File: src/rtl/bin2bcd_serial.sv
// Serial signed-binary to packed-BCD converter (double dabble), one bit per clock.
// Define BIN2BCD_BLANK_LEADING_EN to replace leading zero digits with the blank code 4'hF.
module bin2bcd_serial #(
  parameter int WIDTH  = 32,
  parameter int DIGITS = 6
) (
  input  logic                  clock_50m_i,
  input  logic                  rst_i,
  input  logic                  start_i,
  input  logic [WIDTH-1:0]      value_i,
  output logic                  busy_o,
  output logic                  done_o,
  output logic                  neg_o,
  output logic                  overflow_o,
  output logic [4*DIGITS-1:0]   bcd_out_o
);

  // Number of decimal digits needed to hold 2^(WIDTH-1), the largest magnitude.
  function automatic int calcScratchDigits(input int w);
    logic [127:0] p;
    int           n;
    p = 128'd1 << (w - 1);
    n = 0;
    while (p != 128'd0) begin
      p = p / 128'd10;
      n++;
    end
    return n;
  endfunction

  localparam int NSCR = calcScratchDigits(WIDTH);
  localparam int NOUT = (DIGITS > NSCR) ? DIGITS : NSCR;
  localparam int CW   = $clog2(WIDTH + 1);
  localparam logic [CW-1:0] CNT_LAST = CW'(WIDTH - 1);

`ifdef BIN2BCD_BLANK_LEADING_EN
  localparam logic [4*DIGITS-1:0] BCD_RST = {(4*DIGITS){1'b1}} << 4;
`else
  localparam logic [4*DIGITS-1:0] BCD_RST = '0;
`endif

  typedef enum logic [1:0] {
    IDLE,
    SHIFT,
    DONE
  } state_t;

  state_t                state_q, state_d;
  logic [WIDTH-1:0]      mag_q, mag_d;
  logic [4*NSCR-1:0]     scratch_q, scratch_d;
  logic [CW-1:0]         cnt_q, cnt_d;
  logic                  negCap_q, negCap_d;
  logic                  negOut_q, negOut_d;
  logic                  ovf_q, ovf_d;
  logic [4*DIGITS-1:0]   bcd_q, bcd_d;

  logic [4*NSCR-1:0]     scratchAdj;
  logic [4*NSCR-1:0]     scratchShift;
  logic [4*NOUT-1:0]     scratchExt;
  logic [4*DIGITS-1:0]   bcdFinal;
  logic                  ovfFinal;

  always_comb begin
    scratchAdj = scratch_q;
    for (int i = 0; i < NSCR; i++) begin
      if (scratch_q[4*i +: 4] >= 4'd5) begin
        scratchAdj[4*i +: 4] = scratch_q[4*i +: 4] + 4'd3;
      end
    end
  end

  assign scratchShift = {scratchAdj[4*NSCR-2:0], mag_q[WIDTH-1]};

  // Zero-extend so the display width may exceed the scratch width.
  always_comb begin
    scratchExt              = '0;
    scratchExt[4*NSCR-1:0]  = scratchShift;
  end

  assign ovfFinal = |(scratchExt >> (4 * DIGITS));

`ifdef BIN2BCD_BLANK_LEADING_EN
  logic leadZero;

  always_comb begin
    bcdFinal = scratchExt[4*DIGITS-1:0];
    leadZero = 1'b1;
    for (int i = DIGITS - 1; i >= 1; i--) begin
      if (leadZero && (bcdFinal[4*i +: 4] == 4'h0)) begin
        bcdFinal[4*i +: 4] = 4'hF;
      end else begin
        leadZero = 1'b0;
      end
    end
  end
`else
  assign bcdFinal = scratchExt[4*DIGITS-1:0];
`endif

  always_ff @(posedge clock_50m_i) begin
    if (rst_i) begin
      state_q   <= IDLE;
      mag_q     <= '0;
      scratch_q <= '0;
      cnt_q     <= '0;
      negCap_q  <= 1'b0;
      negOut_q  <= 1'b0;
      ovf_q     <= 1'b0;
      bcd_q     <= BCD_RST;
    end else begin
      state_q   <= state_d;
      mag_q     <= mag_d;
      scratch_q <= scratch_d;
      cnt_q     <= cnt_d;
      negCap_q  <= negCap_d;
      negOut_q  <= negOut_d;
      ovf_q     <= ovf_d;
      bcd_q     <= bcd_d;
    end
  end

  // Results load on the final shift so they are already valid while done is high.
  always_comb begin
    state_d   = state_q;
    mag_d     = mag_q;
    scratch_d = scratch_q;
    cnt_d     = cnt_q;
    negCap_d  = negCap_q;
    negOut_d  = negOut_q;
    ovf_d     = ovf_q;
    bcd_d     = bcd_q;
    busy_o    = 1'b0;
    done_o    = 1'b0;
    case (state_q)
      IDLE: begin
        if (start_i) begin
          state_d   = SHIFT;
          mag_d     = value_i[WIDTH-1] ? (~value_i + WIDTH'(1)) : value_i;
          negCap_d  = value_i[WIDTH-1];
          scratch_d = '0;
          cnt_d     = '0;
        end
      end
      SHIFT: begin
        busy_o    = 1'b1;
        scratch_d = scratchShift;
        mag_d     = mag_q << 1;
        cnt_d     = cnt_q + CW'(1);
        if (cnt_q == CNT_LAST) begin
          state_d  = DONE;
          bcd_d    = bcdFinal;
          ovf_d    = ovfFinal;
          negOut_d = negCap_q;
        end
      end
      DONE: begin
        busy_o  = 1'b1;
        done_o  = 1'b1;
        state_d = IDLE;
      end
      default: begin
        state_d = IDLE;
      end
    endcase
  end

  assign neg_o      = negOut_q;
  assign overflow_o = ovf_q;
  assign bcd_out_o  = bcd_q;

endmodule

File: config.mk
export PLATFORM = sky130hd
export DESIGN_NAME = bin2bcd_serial
export DESIGN_NICKNAME = d
export VERILOG_FILES = /design/src/rtl/bin2bcd_serial.sv
export SDC_FILE = /design/constraint.sdc
export NUM_CORES = 1
export LEC_CHECK = 0
export ABC_AREA = 1
export BUFFER_PORTS_ARGS = -buffer_cell sky130_fd_sc_hd__buf_2
export CAP_MARGIN = 20
export CORE_MARGIN = 10
export CORE_UTILIZATION = 59
export CTS_CLUSTER_DIAMETER = 60
export CTS_CLUSTER_SIZE = 16
export DETAILED_ROUTE_END_ITERATION = 7
export MAX_ROUTING_LAYER = met4
export PLACE_DENSITY_LB_ADDON = 0.05
export SLEW_MARGIN = 10
export SYNTH_ARGS = -nofsm -noshare
export SYNTH_HDL_FRONTEND = slang
export SYNTH_SLANG_ARGS = --single-unit
File: constraint.sdc
create_clock -name clock_50m_i -period 1.85 [get_ports clock_50m_i]
set_clock_uncertainty 0.1 [all_clocks]
set_input_delay 0.37 -clock clock_50m_i [delete_from_list [all_inputs] [get_ports clock_50m_i]]
set_output_delay 0.37 -clock clock_50m_i [all_outputs]
set_load 0.005 [all_outputs]
==> flow_metrics.env, run 1 <==
export IMPL_status="complete, no violations"
export IMPL_route_detailed_drc=0
export IMPL_cts_hold_buf=0
export IMPL_clkTransAtPathRegs_ns=0.11
export IMPL_hp_class="primary input to flop"
export IMPL_first_global_vias=6073
export IMPL_clock_path_buffers=2
export IMPL_worstMarginPinSlew_ns=0.446
export IMPL_fmax_mhz=541
export IMPL_grt_use_met3=0.0261
export IMPL_place_hpwl_um=11600
export IMPL_drive_gt1_frac=0.153
export IMPL_grt_usage=0.221
export IMPL_dp_cells=1115
export IMPL_vias_per_cell=5.48
export IMPL_setup_viol=0
export IMPL_antenna_found_initial=0
export IMPL_worstSkewPairLatency_ns=0.36
export IMPL_syn_avg_cell_area_sq_um=6.57
export IMPL_top_usage_layer="met2"
export IMPL_htree_levels=3
export IMPL_io_pins=63
export IMPL_wire_per_inst_um=14.2
export IMPL_seq_area_frac_synth=0.353
export IMPL_grtUsageMet2=0.393
export IMPL_ys_warn_count=0
export IMPL_cts_made_buffers=9
export IMPL_antenna_cells=0
export IMPL_final_max_slew_viol_count=0
export IMPL_fin_crit_sh=1.00
export IMPL_place_congestion=0.934
export IMPL_crit_path_end_kind="flop"
export IMPL_io_buffers=62
export IMPL_vdd_ir_drop_max_v=0.000548
export IMPL_grt_setup_unrepaired="yes"
export IMPL_grt_pass1_wl_um=26900
export IMPL_syn_nets=982
export IMPL_grt_max_degree=79
export IMPL_initial_core_util=0.612
export IMPL_areaGrowthSynthToFinish_pct=15.3
export IMPL_max_cap_viol_count=0
export IMPL_core_sq_um=9910
export IMPL_die_area_sq_um=14700
export IMPL_period_needed_ns=1.85
export IMPL_drtIter0Drc=461
export IMPL_crit_required_ns=2.01
export IMPL_critPathArrivalTime_ns=2.01
export IMPL_relSlewSlack=0.700
export IMPL_ys_ff_latch=107
export IMPL_use_met1=0.256
export IMPL_drt_wl_total_um=16200
export IMPL_dpl_cell_area_sq_um=6680
export IMPL_p_total_mw=4.50
export IMPL_worstSetupPathType="flop to flop"
export IMPL_die_width_um=121
export IMPL_rows=36
export IMPL_instances_no_fill=1135
export IMPL_finalInstanceArea_sq_um=6990
export IMPL_cts_tree="built"
export IMPL_dr_total_vias=6220
export IMPL_cp_max_fo=4
export IMPL_netlist_area_sq_um=6060
export IMPL_fill_cells=877
export IMPL_p_leak_nw=3.05
export IMPL_cts_sink_count=107
export IMPL_hold_viol=0
export IMPL_yosysUniqueCellTypes=37
export IMPL_die_y_um=121
export IMPL_syn_inst=922
export IMPL_antenna_left=0
export IMPL_firstDrtPassIters=5
export IMPL_worst_setup_path_start_kind="flop"
export IMPL_gr_total_overflow=0
export IMPL_nNetsFinal=1058
export IMPL_clockRootBuffer="clkbuf_8"
export IMPL_power_density_nw_per_um2=643
==> per-layer routing <==
layer / part of all wire / vias to the layer above
met1: 0.44 / 2906
met4: 0.017 / 0
met5: 0 / -
met3: 0.039 / 27
met2: 0.51 / 142
li1: - / 3145
==> cell type report <==
| type | count | area, sq um | area share |
|---|---|---|---|
| Clock buffer | 10 | 138 | 0.0197 |
| Inverter | 96 | 368 | 0.0526 |
| Timing Repair Buffer | 106 | 726 | 0.104 |
| Multi-Input combinational cell | 678 | 3400 | 0.486 |
| Clock inverter | 5 | 46.3 | 0.00662 |
| Tap cell | 133 | 166 | 0.0238 |
| Sequential cell | 107 | 2150 | 0.307 |
==> sequential cells by signal, indices dropped and copies added, names as in the netlist <==
name,count
bcd_out_o,24
cnt_q,6
mag_q,32
negCap_q,1
neg_o,1
overflow_o,1
scratch_q,40
state_q,2
==> power by group <==
part           total [mW]  leakage, nW  switching [mW]  internal, mW
Clock                1.35       0.0948           0.809         0.542
Combinational       0.728         2.09           0.462         0.266
Sequential           2.42        0.871          0.0396          2.38
==> cells in the final DEF (no fill, tap or decap), drive strengths merged <==
master,instances
nand3,44
or2,6
nor3,7
a31oi,2
ha,25
inv,97
o211ai,7
a211oi,1
xnor2,1
a21oi,116
clkinv,4
xor2,19
nor2,126
clkbuf,10
o22ai,11
buf,106
nor3b,1
a2bb2oi,3
nor4,1
nand2,216
o21a,2
o21ai,80
o21bai,1
dfxtp,107
nand4,9
==> kinds of logic (layout without fill, tap and decap cells) <==
kind of cell    after synthesis  count (layout)  share of synthesized area
compound gates              223             223                      0.196
xor+xnor                     20              20                     0.0289
fa+ha+maj                    25              25                     0.0516
buf+inv                     137             217                     0.0949
flops                       107             107                      0.353
simple gates                410             410                      0.276
==> metrics by stage <==
step | setup WS [ns] | util | setup TNS [ns] | hold WS (ns)
after CTS | 0.00539 | 0.695 | 0 | 0.201
final | 0.000170 | 0.706 | 0 | 0.216
after global routing | -0.159 | 0.706 | -0.244 | 0.216
after detailed placement | -0.0332 | 0.674 | -0.0415 | 0.356
after floorplan | 0.202 | - | 0 | 0.336
after global placement | -0.00765 | 0.674 | -0.00765 | 0.349
==> worst paths after layout <==
path | from | endpoint | slack [ns] | cells past startpoint
hold / removal | value_i[30] | mag_q[31] | 0.22 | 4
setup reg to reg | scratch_q[28] | overflow_o | 0.0002 | 10
setup / recovery | scratch_q[28] | overflow_o | 0.0002 | 10
hold reg to reg | bcd_out_o[7] | bcd_out_o[7] | 0.37 | 2
==> synthesized netlist by cell type <==
library cell | n | area share
o211ai_1 | 7 | 0.0087
nand3_2 | 1 | 0.0017
buf_4 | 4 | 0.0050
nand4_2 | 1 | 0.0021
nor3_1 | 7 | 0.0058
buf_6 | 4 | 0.0074
nor2_4 | 1 | 0.0019
o21ai_2 | 1 | 0.0014
a211oi_1 | 1 | 0.0012
dfxtp_1 | 107 | 0.35
o22ai_1 | 11 | 0.011
ha_1 | 25 | 0.052
nand4_1 | 8 | 0.0083
nor3b_1 | 1 | 0.0012
o21ai_0 | 72 | 0.059
inv_1 | 92 | 0.057
buf_1 | 2 | 0.0012
a21oi_1 | 116 | 0.096
nor4_1 | 1 | 0.0010
a2bb2oi_1 | 3 | 0.0043
o21bai_1 | 1 | 0.0012
nand2_1 | 216 | 0.13
buf_2 | 13 | 0.011
clkinv_1 | 1 | 0.00062
o21ai_1 | 6 | 0.0050
nand3_1 | 43 | 0.036
nor2_1 | 123 | 0.076
or2_0 | 2 | 0.0021
a31oi_1 | 2 | 0.0021
o21ai_4 | 1 | 0.0027
o21a_1 | 2 | 0.0025
xnor2_1 | 1 | 0.0014
xor2_1 | 19 | 0.027
nor2_2 | 2 | 0.0021
clkbuf_1 | 18 | 0.011
inv_2 | 3 | 0.0019
or2_2 | 4 | 0.0041
==> critical path, stage by stage, from the launching register on <==
cell and delay [ns]:
dfxtp_2 0.34, buf_4 0.13, ha_1 0.19, o21ai_0 0.16, nand2_1 0.17, xor2_1 0.25
nand2_1 0.07, nor2_1 0.09, nand2_1 0.08, nor3_2 0.11, nor2_1 0.06
==> repair_timing <==
action / CTS / global route
resized for setup: 5 / 30
pin swaps: 2 / 3
hold endpoints to repair: 0 / 0
setup buffers: 1 / 4
setup endpoints to repair: 1 / 69
Power figures use the tool's default switching activity.
==> run 2: changes to the inputs <==
==> constraint.sdc (replaced) <==
create_clock -name clock_50m_i -period 1.85 [get_ports clock_50m_i]
set_clock_uncertainty 0.1 [all_clocks]
set_input_delay 0.0925 -clock clock_50m_i [delete_from_list [all_inputs] [get_ports clock_50m_i]]
set_output_delay 0.0925 -clock clock_50m_i [all_outputs]
set_load 0.005 [all_outputs]
==> flow_metrics.env, run 2 (synthesis gave the netlist of run 1 again) <==
export IMPL_relSlewSlack=0.431
export IMPL_cpMostUsedCell="nand2_1"
export IMPL_worst_setup_path_start_kind="flop"
export IMPL_final_common_cell="nand2_1"
export IMPL_worstSetupPathType="flop to flop"
export IMPL_clkTransAtPathRegs_ns=0.10
export IMPL_fmax_mhz=541
export IMPL_p_total_mw=4.55
export IMPL_fin_crit_sh=1.00
export IMPL_hp_class="primary input to flop"
export IMPL_drt_wl_total_um=15900
export IMPL_initial_core_util=0.612
export IMPL_max_cap_viol_count=0
export IMPL_critPathArrivalTime_ns=2.02
export IMPL_drive_gt1_frac=0.139
export IMPL_p_leak_nw=3.00
export IMPL_layout_common_cells="213 x nand2_1, 123 x nor2_1, 116 x a21oi_1"
export IMPL_htree_levels=3
export IMPL_wire_per_inst_um=14.1
export IMPL_grt_usage=0.217
export IMPL_place_hpwl_um=11300
export IMPL_core_sq_um=9910
export IMPL_slowest_delay_ns=0.39
export IMPL_crit_path_end_kind="flop"
export IMPL_grt_setup_unrepaired="yes"
export IMPL_antenna_cells=0
export IMPL_switching_share=0.292
export IMPL_p_int_mw=3.22
export IMPL_finalInstanceArea_sq_um=6960
export IMPL_clock_path_buffers=2
export IMPL_p_seq_frac=0.531
export IMPL_dpl_cell_area_sq_um=6560
export IMPL_first_global_vias=5800
export IMPL_power_density_nw_per_um2=653
export IMPL_cts_setup_buffers=0
export IMPL_regMostFlops="scratch_q"
export IMPL_cts_sink_count=107
export IMPL_cts_made_buffers=9
export IMPL_period_needed_ns=1.85
export IMPL_antenna_left=0
export IMPL_setup_viol=0
export IMPL_crit_required_ns=2.02
export IMPL_io_pins=63
export IMPL_antenna_found_initial=0
export IMPL_vdd_ir_drop_max_v=0.000425
export IMPL_drtIter0Drc=523
export IMPL_nNetsFinal=1051
export IMPL_grt_max_degree=79
export IMPL_gr_total_overflow=0
export IMPL_die_y_um=121
export IMPL_cp_max_fo=4
export IMPL_vias_per_cell=5.46
export IMPL_fill_cells=846
export IMPL_cp_num_buf_inv=2
export IMPL_fin_util=0.703
export IMPL_hold_ws_ns=0.0155
export IMPL_largest_reg_flops=40
export IMPL_die_area_sq_um=14700
export IMPL_clockPowerShare=0.311
export IMPL_place_congestion=0.878
export IMPL_grt_pass1_wl_um=26400
export IMPL_route_detailed_drc=0
export IMPL_dr_total_vias=6168
export IMPL_path_cells="inv_1 -> ha_1 -> inv_1 -> nand2_1 -> nand3_1 -> nand2_1 -> o21ai_1 -> nand2_1 -> nor2_1 -> nand2_1 -> nor3_1 -> nor2_1"
export IMPL_worstMarginPinSlew_ns=0.853
export IMPL_io_buffers=62
export IMPL_cts_tree="built"
export IMPL_crit_family="simple AND/OR/NAND/NOR gates"
export IMPL_firstDrtPassIters=6
export IMPL_clockRootBuffer="clkbuf_8"
export IMPL_areaGrowthSynthToFinish_pct=14.8
export IMPL_worstSkewPairLatency_ns=0.39
export IMPL_rows=36
export IMPL_combPwrFrac=0.158
export IMPL_die_width_um=121
export IMPL_slowest_stage="dfxtp_1"
export IMPL_status="complete, no violations"
export IMPL_net_switching_power_mw=1.33
export IMPL_hold_viol=0
export IMPL_final_max_slew_viol_count=0
[run 2: cell count changes in the layout (fill, tap and decap cells not counted), sizes merged]
cell / previous run / this run
buf: 106 / 89
dlygate4sd3: 0 / 10
clkbuf: 10 / 11
clkinv: 4 / 5
inv: 97 / 96
[run 2: routing by layer]
metal	track usage	up-vias	share of wire
met5	-	-	0
met4	0.0633	0	0.023
met3	0.0382	35	0.048
met1	0.247	2854	0.43
li1	-	3128	-
met2	0.381	151	0.50
[run 2: area by class of cell]
| cell class | count | area [sq um] | share of cell area |
|---|---|---|---|
| flip-flops and latches | 107 | 2150 | 0.308 |
| well taps | 133 | 166 | 0.0239 |
| multi-input cells | 678 | 3430 | 0.493 |
| inverters | 96 | 365 | 0.0525 |
| clock inverters | 5 | 46.3 | 0.00665 |
| clock buffers | 11 | 151 | 0.0217 |
| repair buffers | 99 | 654 | 0.0940 |
[run 2: what timing repair did]
item                                    4_1_cts  5_1_grt
endpoints found under the setup margin        2       85
endpoints found under the hold margin        10        0
pin swaps                                     0        1
hold buffers                                 10        0
resized for setup                             2       37
[run 2: power by group through the flow]
stage | Combinational [mW] | Clock (mW) | Sequential [mW]
after detailed placement | 0.675 | 0 | 2.47
after global placement | 0.660 | 0 | 2.46
after floorplan | 0.471 | 0 | 2.46
after global routing | 0.800 | 1.53 | 2.43
after CTS | 0.696 | 1.44 | 2.41
final | 0.717 | 1.42 | 2.42
[run 2: tightest hold or removal path, delay by kind of cell]
kind            cells  cell delay [ns]
compound gates      3             0.26
buf+inv             1             0.11
[run 2: final timing paths]
kind	startpoint	end	slack (ns)	cells after the start
max	scratch_q[32]	overflow_o	0.0004	12
min	value_i[4]	mag_q[4]	0.02	4
max reg2reg	scratch_q[32]	overflow_o	0.0004	12
min reg2reg	mag_q[9]	mag_q[9]	0.37	2
[run 2: stage by stage]
step	worst slack, ns	instances	TNS, ns
finish	0.000392	1129	0
global placement	0.0785	1103	0
floorplan	0.208	922	0
CTS	0.0326	1129	0
global route	-0.0804	1129	-0.297
detailed placement	-0.00157	1103	-0.00157
